`config.mk`:
```
export PLATFORM = sky130hd
export DESIGN_NAME = mem_bus_arbiter
export DESIGN_NICKNAME = d
export VERILOG_FILES = /design/src/rtl/execute.sv /design/src/rtl/mem_bus_arbiter.sv
export SDC_FILE = /design/constraint.sdc
export NUM_CORES = 1
export LEC_CHECK = 0
export CELL_PAD_IN_SITES_DETAIL_PLACEMENT = 0
export CELL_PAD_IN_SITES_GLOBAL_PLACEMENT = 1
export CORE_AREA = 8 8 231 233
export CTS_BUF_LIST = sky130_fd_sc_hd__clkbuf_4 sky130_fd_sc_hd__clkbuf_8
export CTS_CLUSTER_SIZE = 8
export DETAILED_ROUTE_END_ITERATION = 8
export DIE_AREA = 0 0 239 241
export PLACE_DENSITY = 0.64
export SLEW_MARGIN = 15
export SYNTH_ARGS = -nofsm -noshare
export SYNTH_HDL_FRONTEND = slang
export SYNTH_SLANG_ARGS = --single-unit
```
`constraint.sdc`:
```
create_clock -name clock -period 2.6 [get_ports clock]
set_input_delay 0.26 -clock clock [delete_from_list [all_inputs] [get_ports clock]]
set_output_delay 0.26 -clock clock [all_outputs]
set_load 0.03 [all_outputs]
```
`src/rtl/execute.sv`:
```
// Shared execute-stage types used by the memory path.
package execute;

   typedef logic [1:0] memory_access_t;

endpackage

```
`src/rtl/mem_bus_arbiter.sv`:
```
// Round-robin arbiter giving the CPU core (m0) and a secondary master (m1)
// exclusive use of the single memory port, with a per-transaction watchdog.
module mem_bus_arbiter
   import execute::*;
#(
   parameter int XLEN     = 32,
   parameter int PLEN     = 34,
   parameter int MAX_WAIT = 255
) (
   input  logic                      clock,
   input  logic                      reset_n,

   input  logic                      m0_cycle,
   input  logic [PLEN-1:0]           m0_paddr,
   input  memory_access_t            m0_access,
   input  logic [XLEN-1:0]           m0_data_out,
   output logic [3:0][XLEN-1:0]      m0_data_in,
   output logic                      m0_ack,
   output logic                      m0_error,

   input  logic                      m1_cycle,
   input  logic [PLEN-1:0]           m1_paddr,
   input  memory_access_t            m1_access,
   input  logic [XLEN-1:0]           m1_data_out,
   output logic [3:0][XLEN-1:0]      m1_data_in,
   output logic                      m1_ack,
   output logic                      m1_error,

   output logic                      mem_cycle,
   output logic [PLEN-1:0]           mem_paddr,
   output memory_access_t            mem_access,
   output logic [XLEN-1:0]           mem_data_out,
   input  logic [3:0][XLEN-1:0]      mem_data_in,
   input  logic                      mem_ack,

   output logic                      busy,
   output logic [7:0]                timeout_count,
   output logic [1:0]                state_dbg
);

   typedef enum logic [1:0] {
      IDLE   = 2'd0,
      GRANT0 = 2'd1,
      GRANT1 = 2'd2,
      DRAIN  = 2'd3
   } state_t;

   localparam logic [15:0] LAST_WAIT = 16'(MAX_WAIT - 1);

   state_t      state_q, state_d;
   logic        last_q, last_d;
   logic [15:0] wait_q, wait_d;
   logic [7:0]  tcount_q, tcount_d;

   logic        in_grant;
   logic        own_cycle;
   logic        grant_ack;
   logic        grant_to;

   always_comb begin
      in_grant  = (state_q == GRANT0) || (state_q == GRANT1);
      own_cycle = (state_q == GRANT1) ? m1_cycle : m0_cycle;
      grant_ack = in_grant && own_cycle && mem_ack;
      // Ack on the last allowed cycle beats the watchdog.
      grant_to  = in_grant && own_cycle && !mem_ack && (wait_q == LAST_WAIT);
   end

   always_comb begin
      state_d  = state_q;
      last_d   = last_q;
      wait_d   = wait_q;
      tcount_d = tcount_q;
      unique case (state_q)
         IDLE: begin
            if (m0_cycle && (!m1_cycle || last_q)) begin
               state_d = GRANT0;
               wait_d  = 16'd0;
            end else if (m1_cycle) begin
               state_d = GRANT1;
               wait_d  = 16'd0;
            end
         end
         GRANT0, GRANT1: begin
            if (!own_cycle || grant_ack || grant_to) begin
               last_d  = (state_q == GRANT1);
               // An abort skips DRAIN since mem_cycle is already low.
               state_d = own_cycle ? DRAIN : IDLE;
            end else begin
               wait_d = wait_q + 16'd1;
            end
            if (grant_to && (tcount_q != 8'hff)) begin
               tcount_d = tcount_q + 8'd1;
            end
         end
         DRAIN: begin
            state_d = IDLE;
         end
         default: begin
            state_d = IDLE;
         end
      endcase
   end

   always_ff @(posedge clock) begin
      if (!reset_n) begin
         state_q  <= IDLE;
         last_q   <= 1'b1;
         wait_q   <= 16'd0;
         tcount_q <= 8'd0;
      end else begin
         state_q  <= state_d;
         last_q   <= last_d;
         wait_q   <= wait_d;
         tcount_q <= tcount_d;
      end
   end

   always_comb begin
      mem_cycle     = in_grant && own_cycle;
      mem_paddr     = (state_q == GRANT1) ? m1_paddr    : m0_paddr;
      mem_access    = (state_q == GRANT1) ? m1_access   : m0_access;
      mem_data_out  = (state_q == GRANT1) ? m1_data_out : m0_data_out;
      m0_data_in    = mem_data_in;
      m1_data_in    = mem_data_in;
      m0_ack        = (state_q == GRANT0) && mem_ack && m0_cycle;
      m1_ack        = (state_q == GRANT1) && mem_ack && m1_cycle;
      m0_error      = (state_q == GRANT0) && grant_to;
      m1_error      = (state_q == GRANT1) && grant_to;
      busy          = (state_q != IDLE);
      timeout_count = tcount_q;
      state_dbg     = state_q;
   end

endmodule

```
======== Word-level counts from Yosys, hierarchy flattened ========
Index checks and enable logic that the tools add are counted.
operators by class
  bitwise logic cells ..................... 0
  magnitude comparators ................... 0
  reductions and logical operators ........ 27
  add/subtract/negate cells ............... 2
  equality and inequality tests ........... 8
  shifts and indexed selects .............. 0
  multiply operators ...................... 0
  div/mod/pow operators ................... 0
  muxes and demuxes ....................... 13
operators with widths
  operator               count
  $mux 16                3
  $mux 34                1
  $mux 32                1
  $pmux 16 s2            1
  $add 16x1->16 const B  1
  $eq 16x8->1 const B    1
  $logic_and 1x1->1      12
  $mux 2                 5
  $add 8x1->8 const B    1
  $ne 8x8->1 const B     1
  $pmux 2 s3             1
  $reduce_and 2->1       3
  $eq 2x2->1 const B     2
  $logic_or 1x1->1       4
  $ne 2x2->1 const B     2
  $reduce_bool 2->1      2
  $logic_not 1->1        3
  $ne 3x3->1 const B     1
  $reduce_and 3->1       1
  $eq 2x1->1 const B     1
  $logic_not 2->1        1
  $reduce_or 2->1        1
  $mux 1                 1
word-level totals
  flip-flop bits (word level) ............. 27
  word-level logic and storage cells ...... 54
  memories ................................ 0
  output and inout port bits .............. 340
  ROM bits ................................ 0
  input port bits ......................... 269
  bits in writable memories ............... 0
  latch bits .............................. 0

======== Depth between registers and ports, before layout ========
  word-level depth ........................ 8
  gate-level depth with buffers ........... 9
  gate-level depth less buffers ........... 7

======== Least setup slack after synthesis ========
No wires, ideal clock.
  path kind ............................... reg2out
  from .................................... reg state_q[0] (netlist: state_dbg[0])
  to ...................................... out m0_error
  arrival ................................. 2.083 ns
  required time ........................... 2.340 ns
  stages on the path, launching flop included .. 8
  path slack .............................. 0.257 ns
  buffers on the path ..................... 1
  cells stage by stage .................... dfxtp_1 > inv_1 > ha_1 > buf_2 > mux2i_1 > and2b_1 > and4_1 > and2_1
on the way
  cells in the longest elaborated chain, start to end .. 6
  elaborated cells on any way between the ends .. 8
  classes of those cells .................. 2 x eq/ne; 1 x mux; 5 x reduce/logical
RTL lines
  element                                     RTL line                                      source
  from (decl)                                 mem_bus_arbiter.sv:50                         state_t state_q, state_d;
  from (signal assigned)                      mem_bus_arbiter.sv:111                        state_q <= state_d;
  $eq 2x2->1 or $eq 2x1->1 (tied branches)    mem_bus_arbiter.sv:61, mem_bus_arbiter.sv:62
  $mux 1 or $logic_or 1x1->1 (tied branches)  mem_bus_arbiter.sv:62, mem_bus_arbiter.sv:61
  $logic_and 1x1->1 *                         -
  net mem_cycle                               mem_bus_arbiter.sv:29                         output logic mem_cycle,
  $logic_and 1x1->1 * (2 in series)           mem_bus_arbiter.sv:65                         grant_to = in_grant && own_cycle && !mem_ack && (wait_q == LAST_WAIT);
  $logic_and 1x1->1 *                         mem_bus_arbiter.sv:127                        m0_error = (state_q == GRANT0) && grant_to;
  to (decl)                                   mem_bus_arbiter.sv:19                         output logic m0_error,
The timed path passes the listed nets; every way through them passes the cells marked *.

======== Worst setup path after layout ========
  from .................................... reg state_q[0] (netlist: state_dbg[0])
  to ...................................... out mem_data_out[10]
on the way
  cells in the longest elaborated chain, start to end .. 2
RTL lines
  element     RTL line                source
  $eq 2x2->1  mem_bus_arbiter.sv:122  mem_data_out = (state_q == GRANT1) ? m1_data_out : m0_data_out;
  $mux 32     mem_bus_arbiter.sv:122
  to (decl)   mem_bus_arbiter.sv:32   output logic [XLEN-1:0] mem_data_out,
Every way passes these cells.

==> results.py <==
metrics = {
    "detailed_routing": {
        "vias": 3530,
        "drt-total-wl_um": 29400,
        "post_drt_wl_per_cell_um": 25.1,
        "final_antenna_net_count": 0,
        "vias_per_cell": 3.01,
        "remaining_drc_errors": 0,
        "drt_iter0_markers": 219,
        "firstDrtPassIters": 4,
    },
    "critical_path": {
        "cp_cell_sequence": "inv_1, ha_4, buf_16, mux2_2, clkdlybuf4s50_1",
        "crit_slowest_cell": "clkdlybuf4s50_1",
        "worst_ep_required_time_ns": 2.34,
        "start_kind": "flop",
        "slowest_delay_ns": 0.60,
        "path_class": "reg -> out",
        "worst_setup_path_end_kind": "output pin",
        "path_max_fanout": 49,
        "cp_data_arrival_time_ns": 2.24,
    },
    "sta": {
        "finalSetupViolCount": 0,
        "rsz0062_at_grt": "yes",
        "fmax_ghz": 0.400,
        "hold_slack_ns": 0.497,
        "slew_headroom": 0.614,
        "final_max_slew_viol_count": 0,
        "finalSetupTns_ns": 0,
        "worst_slack_ns": 0.100,
        "worst_clock_skew_ns": 0.0159,
        "fin_crit_sh": 0.962,
        "fin_crit_ns": 2.50,
        "hold_violations": 0,
        "tightest_slew_ns": 0.577,
    },
    "synth": {
        "netlist_top_cells_count": "buf_4 (256), mux2_2 (68), dfxtp_1 (27)",
        "yosys_warnings": 0,
        "syn_area_per_cell_um2": 8.24,
        "synth_top_area_cell": "buf_4",
        "ys_types": 50,
        "synthCells": 523,
        "postSynthRegisterBits": 27,
        "synth.area.top_cells": "buf_4 (45%), mux2_2 (18%), dfxtp_1 (13%), o31ai_1 (1.9%), ha_1 (1.7%)",
        "ys.flop_type": "dfxtp_1",
        "synth_edf_count": 0,
        "async_flop_share": 0,
        "synth_fp_nets": 798,
        "yosysMostFrequentCell": "buf_4",
        "ys_seq_area_frac": 0.125,
        "syn_area_mm2": 0.00431,
        "synth_top_area_share": 0.446,
    },
    "cells_and_area": {
        "drive_gt1_frac": 0.282,
        "fillCellCount": 5755,
        "final_cells": 1172,
        "ff_latch_area_um2": 543,
        "multi_input_area_mm2": 0.00179,
        "fin_nets": 773,
        "syn_to_final_growth_pct": 33.0,
    },
    "grt": {
        "grt_pass1_vias": 3534,
        "grt.total_usage": 0.0930,
        "grt-ovfl-total": 0,
        "antenna_found_initial": 5,
        "grt_max_degree": 50,
        "grt_pass1_wl_um": 35800,
    },
    "floorplan": {
        "core_area_mm2": 0.0497,
        "fp.dieArea_mm2": 0.0576,
        "start_util": 0.0868,
        "rows": 82,
        "die_y_um": 241,
        "fp.dieW_um": 239,
        "ios": 609,
    },
    "cts": {
        "cts.sinks": 27,
        "cts-root-buf": "clkbuf_8",
        "h-tree-depth": 1,
        "cts_tree": "done",
        "cts_buffers": 3,
        "clock_insertion_delay_worst_skew_ns": 0.30,
        "clock_path_buffers": 2,
        "path_clk_slew_ns": 0.12,
        "holdBufCountCts": 0,
    },
    "placement": {
        "globalplace.congestion": 0.902,
        "dp_hpwl_um": 26400,
        "pre_cts_ws_ns": 0.103,
        "port-buffer-count": 224,
        "placedCellCount": 1165,
    },
    "power": {
        "pwr-share-seq": 0.112,
        "power_leakage_nw": 2.03,
        "p_comb_frac": 0.824,
        "worst_ir_drop_vdd_uv": 302,
        "powerDensity_mw_per_mm2": 732,
        "sw_frac_of_total": 0.521,
        "power_frac_clock": 0.065,
        "switchingPower_w": 0.00218,
        "power.internal_w": 0.00201,
    },
    "run": {
        "max_cap_violations": 0,
    },
    "status": {
        "outcome": "completed",
    },
    "min_path": {
        "hp-class": "reg -> reg",
    },
}
## metal layers
layer	wire (um)	global-route usage	up-vias
li1	-	-	1490
met1	10100	0.0930	1600
met2	14100	0.157	422
met3	4720	0.0669	18
met4	515	0.0181	0
met5	0	0.000841	-
## kinds of logic after synthesis
kind of cell | share of synthesized area
buffers and inverters | 0.469
and+or+nand+nor | 0.116
muxes | 0.185
AOI/OAI and AO/OA | 0.0828
DFF | 0.125
adders and majority gates | 0.0174
xor gates and xnor gates | 0.00407
## power by group through the flow
stage          Clock (W)  Sequential [W]  Combinational [W]
2_1_floorplan          0        0.000499            0.00250
3_3_place_gp           0        0.000476            0.00358
3_5_place_dp           0        0.000477            0.00358
4_1_cts         0.000287        0.000469            0.00360
5_1_grt         0.000311        0.000473            0.00367
6_report        0.000272        0.000468            0.00346
## final timing paths
| path | from | cells past startpoint | slack [ns] | to |
|---|---|---|---|---|
| worst max register to register | wait_q[1]$_SDFFE_PN0P_ | 6 | 0.52 | timeout_count[5]$_SDFFE_PN0P_ |
| worst min register to register | last_q$_SDFFE_PN1P_ | 2 | 0.50 | last_q$_SDFFE_PN1P_ |
| worst max-delay path | state_dbg[0]$_SDFFE_PN0P_ | 5 | 0.10 | mem_data_out[10] |
| worst min-delay path | last_q$_SDFFE_PN1P_ | 2 | 0.50 | last_q$_SDFFE_PN1P_ |
## repair_timing
action / in CTS / in global routing
setup endpoints to repair: 3 / 23
setup buffers: 0 / 0
gates cloned: 0 / 0
pin swaps: 1 / 1
resized for setup: 9 / 19
## critical path, delay by kind of cell (launching register included)
family | cells | cell delay, ns
buf+inv | 3 | 0.99
mux | 1 | 0.38
fa+ha+maj | 1 | 0.18
flops | 1 | 0.35
## cells in the final DEF (no fill, tap or decap), types with 4 or more instances in the layout
cell and count:
dlymetal6s2s_1 17, nand4_1 10, o21ai_1 10, buf_4 42, nor2_1 16, buf_12 10, nand3_1 11, dfxtp_1 25
o31ai_1 11, clkdlybuf4s50_1 172, o21ai_0 8, a31oi_1 4, mux2_2 68, and3_1 7, inv_1 6, nand2_1 14
ha_1 5
## flip-flops by register name, indices dropped and copies added (netlist names)
| signal | flops |
|---|---|
| state_dbg | 2 |
| wait_q | 16 |
| last_q | 1 |
| timeout_count | 8 |
## metrics by stage
stage | total power [W] | instance area (um2) | utilization
6_report | 0.00420 | 5730 | 0.115
5_1_grt | 0.00446 | 5730 | 0.115
4_1_cts | 0.00436 | 5670 | 0.114
3_5_place_dp | 0.00406 | 5590 | 0.113
3_3_place_gp | 0.00405 | 5590 | 0.113
2_1_floorplan | 0.00300 | 4310 | -
## final cells by class
class,instances,area share
inverter,7,0.00459
sequential,27,0.0948
clock buffer,3,0.00721
multi-input combinational,217,0.312
timing repair buffer,242,0.432
clock inverter,1,0.00131
antenna,3,0.00131
tap,672,0.147
No activity file was read; power rests on OpenSTA's default activity.
